--- src/rtl/change_event_tx.sv ---
`default_nettype none
// ============================================================================
// Module      : change_event_tx
// Description : Queues detector change events and reports each one as a
//               two-byte UART 8N1 frame (header 0xA0|chan, then data byte).
// Revision    : 1.0 - initial release
// ============================================================================
module change_event_tx #(
    parameter int CLKS_PER_BIT = 104,
    parameter int FIFO_DEPTH   = 4
) (
    input  logic       clk,
    input  logic       reset,
    input  logic       evt_valid,
    input  logic [1:0] evt_chan,
    input  logic [7:0] evt_data,
    input  logic       ovf_clr,
    output logic       tx,
    output logic       busy,
    output logic       fifo_full,
    output logic       overflow
);

    localparam int c_ptr_w = (FIFO_DEPTH > 1) ? $clog2(FIFO_DEPTH) : 1;
    localparam int c_cnt_w = c_ptr_w + 1;
    localparam logic [c_cnt_w-1:0] c_depth     = c_cnt_w'(FIFO_DEPTH);
    localparam logic [15:0]        c_last_baud = 16'(CLKS_PER_BIT - 1);

    typedef enum logic [1:0] {
        IDLE  = 2'd0,
        START = 2'd1,
        DATA  = 2'd2,
        STOP  = 2'd3
    } state_t;

    state_t               state_q, state_d;
    logic [15:0]          baud_q, baud_d;
    logic [2:0]           bit_idx_q, bit_idx_d;
    logic [7:0]           shift_q, shift_d;
    logic [7:0]           data_q, data_d;
    logic                 byte_sel_q, byte_sel_d;
    logic [c_ptr_w-1:0]   wr_ptr_q, wr_ptr_d;
    logic [c_ptr_w-1:0]   rd_ptr_q, rd_ptr_d;
    logic [c_cnt_w-1:0]   count_q, count_d;
    logic                 tx_q, tx_d;
    logic                 busy_q, busy_d;
    logic                 full_q, full_d;
    logic                 ovf_q, ovf_d;
    logic [9:0]           mem_q [FIFO_DEPTH];

    logic                 w_pop;
    logic                 w_push;
    logic                 w_drop;
    logic                 w_baud_done;
    logic [9:0]           w_head;

    always_comb begin
        w_head      = mem_q[rd_ptr_q];
        w_baud_done = (baud_q == c_last_baud);
        w_pop       = (state_q == IDLE) && (count_q != '0);
        // A full FIFO still accepts when the head leaves in the same cycle.
        w_push      = evt_valid && ((count_q != c_depth) || w_pop);
        w_drop      = evt_valid && !w_push;
    end

    always_comb begin
        state_d    = state_q;
        baud_d     = baud_q;
        bit_idx_d  = bit_idx_q;
        shift_d    = shift_q;
        data_d     = data_q;
        byte_sel_d = byte_sel_q;
        case (state_q)
            IDLE: begin
                baud_d    = '0;
                bit_idx_d = '0;
                if (w_pop) begin
                    shift_d    = {4'hA, 2'b00, w_head[9:8]};
                    data_d     = w_head[7:0];
                    byte_sel_d = 1'b0;
                    state_d    = START;
                end
            end
            START: begin
                if (w_baud_done) begin
                    baud_d    = '0;
                    bit_idx_d = '0;
                    state_d   = DATA;
                end else begin
                    baud_d = baud_q + 16'd1;
                end
            end
            DATA: begin
                if (w_baud_done) begin
                    baud_d  = '0;
                    shift_d = {1'b0, shift_q[7:1]};
                    if (bit_idx_q == 3'd7) begin
                        state_d = STOP;
                    end else begin
                        bit_idx_d = bit_idx_q + 3'd1;
                    end
                end else begin
                    baud_d = baud_q + 16'd1;
                end
            end
            STOP: begin
                if (w_baud_done) begin
                    baud_d = '0;
                    if (!byte_sel_q) begin
                        shift_d    = data_q;
                        byte_sel_d = 1'b1;
                        state_d    = START;
                    end else begin
                        state_d = IDLE;
                    end
                end else begin
                    baud_d = baud_q + 16'd1;
                end
            end
            default: state_d = IDLE;
        endcase
    end

    // tx follows the current state one cycle late, so it falls two edges after the push.
    always_comb begin
        case (state_q)
            START:   tx_d = 1'b0;
            DATA:    tx_d = shift_q[0];
            default: tx_d = 1'b1;
        endcase
        busy_d = (state_d != IDLE);
    end

    always_comb begin
        wr_ptr_d = w_push ? wr_ptr_q + 1'b1 : wr_ptr_q;
        rd_ptr_d = w_pop  ? rd_ptr_q + 1'b1 : rd_ptr_q;
        case ({w_push, w_pop})
            2'b10:   count_d = count_q + 1'b1;
            2'b01:   count_d = count_q - 1'b1;
            default: count_d = count_q;
        endcase
        full_d = (count_d == c_depth);
        ovf_d  = w_drop | (ovf_q & ~ovf_clr);
    end

    always_ff @(posedge clk or posedge reset) begin
        if (reset) begin
            state_q    <= IDLE;
            baud_q     <= '0;
            bit_idx_q  <= '0;
            shift_q    <= '0;
            data_q     <= '0;
            byte_sel_q <= 1'b0;
            wr_ptr_q   <= '0;
            rd_ptr_q   <= '0;
            count_q    <= '0;
            tx_q       <= 1'b1;
            busy_q     <= 1'b0;
            full_q     <= 1'b0;
            ovf_q      <= 1'b0;
        end else begin
            state_q    <= state_d;
            baud_q     <= baud_d;
            bit_idx_q  <= bit_idx_d;
            shift_q    <= shift_d;
            data_q     <= data_d;
            byte_sel_q <= byte_sel_d;
            wr_ptr_q   <= wr_ptr_d;
            rd_ptr_q   <= rd_ptr_d;
            count_q    <= count_d;
            tx_q       <= tx_d;
            busy_q     <= busy_d;
            full_q     <= full_d;
            ovf_q      <= ovf_d;
        end
    end

    always_ff @(posedge clk) begin
        if (w_push) begin
            mem_q[wr_ptr_q] <= {evt_chan, evt_data};
        end
    end

    assign tx        = tx_q;
    assign busy      = busy_q;
    assign fifo_full = full_q;
    assign overflow  = ovf_q;

endmodule
`default_nettype wire
--- config.mk ---
export PLATFORM = sky130hd
export DESIGN_NAME = change_event_tx
export DESIGN_NICKNAME = d
export VERILOG_FILES = /design/src/rtl/change_event_tx.sv
export SDC_FILE = /design/constraint.sdc
export NUM_CORES = 1
export LEC_CHECK = 0
export BUFFER_PORTS_ARGS = -buffer_cell sky130_fd_sc_hd__buf_2
export CORE_UTILIZATION = 37
export CTS_BUF_LIST = sky130_fd_sc_hd__clkbuf_4 sky130_fd_sc_hd__clkbuf_8
export DETAILED_ROUTE_END_ITERATION = 7
export PLACE_DENSITY = 0.6
export SLEW_MARGIN = 30
export SYNTH_ARGS = -nofsm -noshare
export SYNTH_HDL_FRONTEND = slang
export SYNTH_SLANG_ARGS = --single-unit
export TNS_END_PERCENT = 30
--- constraint.sdc ---
create_clock -name clk -period 2.8 [get_ports clk]
set_clock_uncertainty 0.1 [all_clocks]
set_input_delay 0.14 -clock clk [delete_from_list [all_inputs] [get_ports clk]]
set_output_delay 0.14 -clock clk [all_outputs]
set_load 0.02 [all_outputs]
==> flow_summary.json, run 1 <==
{
  "drc": 0,
  "initial_core_util_pct": 38.2,
  "yosysWarnings": 0,
  "max-cap-violations": 0,
  "path_buf_inv": 0,
  "nNetsFinal": 354,
  "p_leak_nw": 1.77,
  "rsz0062_at_grt": "no",
  "cts_hold_buf": 12,
  "routed_via_density": 5.20,
  "clkLatencyLatePin_ns": 0.36,
  "ir_worst_vdd_mv": 0.457,
  "timing.fmax_mhz": 413,
  "coreArea_sq_um": 10400,
  "path_clk_slew_ns": 0.09,
  "worst-r2r-cell-count": 6,
  "io_pins": 18,
  "yosys_register_bits": 89,
  "hold_viol_final": 0,
  "port-buffer-count": 17,
  "dp_slack_ns": 0.387,
  "max_stage_delay_ns": 0.49,
  "synthDistinctLibCells": 47,
  "vias": 2459,
  "first_global_vias": 2472,
  "worstSetupPathType": "reg2reg",
  "htreeDepth": 3,
  "die_area_sq_um": 11100,
  "area_growth_syn_to_layout_pct": 14.1,
  "cp_data_arrival_time_ns": 2.60,
  "end_kind": "flip-flop",
  "first_pass_iters": 4,
  "ys_async_sr_fraction_pct": 55.1,
  "tns_ns": 0,
  "cp_top_family": "compound AO/OA/AOI/OAI gates",
  "overflow": 0,
  "crit_required_ns": 2.98,
  "min_period_ns": 2.42,
  "syn_area_per_cell_sq_um": 13.3,
  "seq_area_sq_um": 2430,
  "yosysSeqAreaShare_pct": 61.2,
  "drt-total-wl_um": 7200,
  "tritoncts": "done",
  "syn_area_sq_um": 3970,
  "antenna_left": 0,
  "grt_util_all_layers_pct": 14.4,
  "holdPathStages": 3,
  "clkSinkCount": 89,
  "die_w_um": 106,
  "hold_path.class": "in2reg",
  "syn_nets": 320,
  "routedWlPerCell_um": 15.2,
  "crit_slowest_cell": "dfrtp_1",
  "worstMarginPinSlew_ns": 0.609,
  "p_total_mw": 3.60,
  "status": "finished clean",
  "synth_edf_count": 40,
  "setup_viol": 0,
  "multi_input_area_sq_um": 1450,
  "syn_inst": 298,
  "synthFlopType": "dfrtp_1",
  "cp_max_fo": 8,
  "cts_root_buffer": "clkbuf_8",
  "worst_slack_ns": 0.380,
  "crit_chain": "or3_1 -> nand3_1 -> fa_1 -> a21o_1 -> a311oi_1 -> a2bb2oi_1",
  "grt_pass1_wl_um": 12300,
  "place.gp.congestion": 0.726,
  "worst_setup_path_start_kind": "flip-flop",
  "drive_gt1_share_pct": 21.1,
  "final.period_utilization_pct": 86.4,
  "worst-path-stages": 6,
  "power.density_nw_per_um2": 796,
  "numCtsBuffers": 9,
  "drv_slew": 0,
  "clock_tree.buffer_depth": 2,
  "placement_rows": 37,
  "grt_max_degree": 50,
  "ctsResizeCount": 0,
  "fillers": 964,
  "postCtsSetupBuffers": 0,
  "n_antenna_cell": 0,
  "die-height_um": 106,
  "dp_hpwl_um": 4750,
  "drt_iter0_drc": 72,
  "worst_slew_margin_rel_pct": 59.4,
  "antenna_found_initial": 0
}
[power breakdown]
part | switching (mW) | internal, mW | total (mW)
Combinational | 0.494 | 0.426 | 0.920
Sequential | 0.208 | 1.66 | 1.86
Clock | 0.474 | 0.344 | 0.818
[layer usage]
layer,track usage [%],up-vias,share of wire (%)
li1,-,1182,-
met1,19.4,1232,49
met2,22.6,38,47
met3,3.71,7,2.7
met4,5.36,0,1.3
met5,0,-,0
[layout by cell type (no fill, tap or decap), drive strengths merged, types with 5 or more instances in the layout]
cell | netlist | layout
xnor2 | 11 | 11
nand4 | 7 | 7
nor2 | 24 | 24
clkbuf | 9 | 10
nand3 | 14 | 14
inv | 11 | 13
buf | 3 | 23
dlygate4sd3 | 0 | 12
and2 | 5 | 5
dfrtp | 48 | 48
o211ai | 9 | 9
mux2i | 6 | 6
nor4 | 5 | 5
o21ai | 7 | 7
xor2 | 7 | 7
a21oi | 8 | 8
mux2 | 11 | 11
nor3 | 8 | 8
ha | 7 | 7
mux4 | 10 | 10
edfxtp | 40 | 40
nand2 | 13 | 13
[cell usage after synthesis, types with 8 or more instances]
library cell	n	share of area (%)
a21oi_1	8	1.0
nand2_1	11	1.0
nor3_1	8	1.0
edfxtp_1	40	30
nor2_1	24	2.3
mux2_2	11	3.1
mux4_2	10	5.7
clkbuf_1	9	0.85
inv_1	11	1.0
dfrtp_1	48	30
nand3_1	13	1.6
xnor2_1	11	2.4
o211ai_1	9	1.7
[sequential cells by signal, summed over array words and instances, names as in the netlist, 2 cells and up]
name,flops
count_q,3
shift_q,8
rd_ptr_q,2
wr_ptr_q,2
mem_q,40
baud_q,16
bit_idx_q,3
state_q,2
data_q,8
[final cells by class]
type                            instances  share of cell area, %
Tap cell                              136                   3.76
Clock inverter                          6                   1.16
Clock buffer                           10                   2.90
Multi-Input combinational cell        186                   32.0
Inverter                               11                  0.968
Timing Repair Buffer                   35                   5.53
Sequential cell                        89                   53.7
[per-stage QoR]
| step | cells | hold WS (ns) | utilization, % | cell area [sq um] |
|---|---|---|---|---|
| 3_3_place_gp | 445 | 0.227 | 40.7 | 4220 |
| 5_1_grt | 473 | 0.0856 | 43.6 | 4530 |
| 4_1_cts | 473 | 0.0478 | 43.6 | 4530 |
| 3_5_place_dp | 445 | 0.167 | 40.7 | 4220 |
| 6_report | 473 | 0.0584 | 43.6 | 4530 |
| 2_1_floorplan | 298 | 0.136 | - | 3970 |
[logic make-up after synthesis]
logic type | synth area share, %
DFF | 61.2
AOI/OAI and AO/OA | 7.63
adders and majority gates | 2.71
muxes | 10.3
and+or+nand+nor | 11.9
xor gates and xnor gates | 3.97
buffers and inverters | 2.24
[worst register-to-register path, delay by kind of cell (launching register included)]
family | cells | cell delay, ns
AOI/OAI and AO/OA | 3 | 0.66
and+or+nand+nor | 2 | 0.62
DFF | 1 | 0.49
adders and majority gates | 1 | 0.46
[path summary, 6_finish.rpt]
| path | startpoint | to | slack (ns) |
|---|---|---|---|
| max | count_q[2] | count_q[1] | 0.38 |
| min | evt_valid | overflow | 0.06 |
| max reg2reg | count_q[2] | count_q[1] | 0.38 |
| min reg2reg | baud_q[0] | baud_q[0] | 0.39 |
| max in group asynchronous | reset | shift_q[1] | 1.87 |
| min in group asynchronous | reset | baud_q[3] | 0.31 |
(Power assumes the default switching activity.)
==> run 2, diff against run 1 <==
--- a/config.mk
+++ b/config.mk
@@ -5,11 +5,11 @@
 export SDC_FILE = /design/constraint.sdc
 export NUM_CORES = 1
 export LEC_CHECK = 0
+export ABC_AREA = 1
 export BUFFER_PORTS_ARGS = -buffer_cell sky130_fd_sc_hd__buf_2
 export CORE_UTILIZATION = 37
 export CTS_BUF_LIST = sky130_fd_sc_hd__clkbuf_4 sky130_fd_sc_hd__clkbuf_8
 export DETAILED_ROUTE_END_ITERATION = 7
-export PLACE_DENSITY = 0.6
 export SLEW_MARGIN = 30
 export SYNTH_ARGS = -nofsm -noshare
 export SYNTH_HDL_FRONTEND = slang
==> run 2 against run 1 <==
Against the previous run: wire length is 7.9% higher; flip-flop and latch count did not move; sequential power is 15% lower; critical endpoint is now fifo_full; count of clock-buffer cells in the layout is 1 lower; hold slack better by 0.024 ns; setup slack gained 0.39 ns; maximum frequency increased by 19%; highest routed layer unchanged; non-clock buffer count grew 1.
==> flow_summary.json, run 2 <==
{
  "timing.fmax_mhz": 493,
  "syn_area_per_cell_sq_um": 9.35,
  "met2_usage_pct": 25.3,
  "coreArea_sq_um": 10500,
  "cts_root_buffer": "clkbuf_8",
  "worstSetupPathType": "reg2reg",
  "reg_top3": "mem_q (40), baud_q (16)",
  "end_kind": "flip-flop",
  "numCtsBuffers": 9,
  "max-cap-violations": 0,
  "synthFlopType": "dfrtp_1",
  "placement_rows": 37,
  "place.gp.congestion": 0.808,
  "ys_async_sr_fraction_pct": 55.1,
  "min_period_ns": 2.03,
  "setup_viol": 0,
  "tritoncts": "done",
  "final_cells": 613,
  "busiest_layer": "met2",
  "synthDominantCellAreaShare_pct": 29.5,
  "reg2reg_slack_ns": 0.77,
  "drc": 0,
  "cp_max_fo": 6,
  "grt_util_all_layers_pct": 14.9,
  "clock_tree.buffer_depth": 2,
  "met1_usage_pct": 18.8,
  "antenna_left": 0,
  "worst_slew_margin_rel_pct": 59.0,
  "power.density_nw_per_um2": 621,
  "cp_data_arrival_time_ns": 2.22,
  "die_area_sq_um": 11400,
  "tns_ns": 0,
  "path_clk_slew_ns": 0.10,
  "worstMarginPinSlew_ns": 0.615,
  "place_inst": 584,
  "n_antenna_cell": 0,
  "routedWlPerCell_um": 12.7,
  "nNetsFinal": 494,
  "final.period_utilization_pct": 72.4,
  "yosysSeqAreaShare_pct": 59.7,
  "p_leak_nw": 2.03,
  "routed_via_density": 4.85,
  "area_growth_syn_to_layout_pct": 14.3,
  "postCtsSetupBuffers": 0,
  "dp_slack_ns": 0.812,
  "synthDistinctLibCells": 30,
  "drt_iter0_drc": 160,
  "first_global_vias": 2902,
  "initial_core_util_pct": 38.7,
  "final_cell_mix": "nand2_1, nor2_1, inv_1",
  "syn_area_sq_um": 4070,
  "worst_setup_path_start_kind": "flip-flop",
  "clkLatencyLatePin_ns": 0.36,
  "yosysMostFrequentCell": "nand2_1",
  "synth_edf_count": 40,
  "drv_slew": 0,
  "port-buffer-count": 17,
  "die-height_um": 107,
  "yosysWarnings": 0,
  "die_w_um": 107,
  "synth_common_cells": "nand2_1, nor2_1, inv_1",
  "yosys_register_bits": 89,
  "met3_usage_pct": 3.04,
  "status": "finished clean",
  "vias": 2976,
  "drive_gt1_share_pct": 11.5,
  "drt-total-wl_um": 7770,
  "hold_viol_final": 0,
  "dp_hpwl_um": 5110,
  "io_pins": 18,
  "largest_register": "mem_q",
  "rsz0062_at_grt": "no",
  "grt_max_degree": 50,
  "layout_commonest_cell": "nand2_1",
  "antenna_found_initial": 0,
  "grt_pass1_wl_um": 13300,
  "clkSinkCount": 89,
  "largest_reg_flops": 40,
  "syn_inst": 435,
  "crit_required_ns": 2.99,
  "syn_nets": 457,
  "overflow": 0,
  "hold_path.class": "in2reg",
  "worst_slack_ns": 0.773,
  "ir_worst_vdd_mv": 0.322,
  "htreeDepth": 3,
  "synth_area_leaders": "dfrtp_1, edfxtp_1, nand2_1",
  "p_total_mw": 2.89,
  "first_pass_iters": 7,
  "yosysTopAreaCell": "dfrtp_1"
}
## run 2: logic make-up (layout without fill, tap and decap cells)
logic type,Yosys count,after routing,share of synthesized area [%]
xor+xnor,5,5,1.08
compound gates,56,56,7.54
fa+ha+maj,8,8,2.65
buf+inv,63,105,6.19
simple gates,214,214,22.8
flops,89,89,59.7
## run 2: final cells by class
class	count	area (sq um)
Clock inverter	7	76.3
Inverter	53	201
Tap cell	136	170
Sequential cell	89	2430
Fill cell	962	5860
Clock buffer	9	124
Timing Repair Buffer	36	260
Multi-Input combinational cell	283	1390
## run 2: power breakdown
group          leakage, nW  switching, mW  internal (mW)
sequential           0.974         0.0526           1.54
clock                0.103          0.523          0.355
combinational        0.955          0.274          0.146
total                 2.03          0.850           2.04
## run 2: repair_timing
item	CTS	global route
hold endpoints to repair	89	0
hold buffers	13	0
gates resized for setup	0	0
## run 2: routing by layer
| metal | routed length [um] | up-vias |
|---|---|---|
| met3 | 229 | 11 |
| met4 | 87 | 0 |
| li1 | - | 1513 |
| met1 | 3690 | 1389 |
| met5 | 0 | - |
| met2 | 3760 | 63 |
## run 2: worst max-delay path: stages, from the launching register on
cell and delay (ns):
dfrtp_1 0.47, inv_2 0.15, nand2_2 0.11, a21oi_2 0.14, nand2_1 0.13, fa_1 0.37, inv_1 0.08, nand3_1 0.08
nand2_1 0.08, nand2_1 0.05, nand2_1 0.05, nand2_1 0.06, nor2_1 0.10
## run 2: final timing paths
check | from | to | depth (start not counted)
max reg2reg | state_q[1] | fifo_full | 12
max | state_q[1] | fifo_full | 12
min in group asynchronous | reset | wr_ptr_q[0] | 3
max in group asynchronous | reset | shift_q[4] | 3
min reg2reg | baud_q[0] | baud_q[0] | 1
min | evt_valid | wr_ptr_q[1] | 3
## run 2: metrics by stage
| step | area [sq um] | utilization (%) | hold WS, ns |
|---|---|---|---|
| 2_1_floorplan | 4070 | - | 0.139 |
| 3_3_place_gp | 4310 | 41.0 | 0.224 |
| 3_5_place_dp | 4320 | 41.1 | 0.168 |
| 4_1_cts | 4650 | 44.2 | 0.0695 |
| 5_1_grt | 4650 | 44.2 | 0.0928 |
| 6_report | 4650 | 44.2 | 0.0826 |
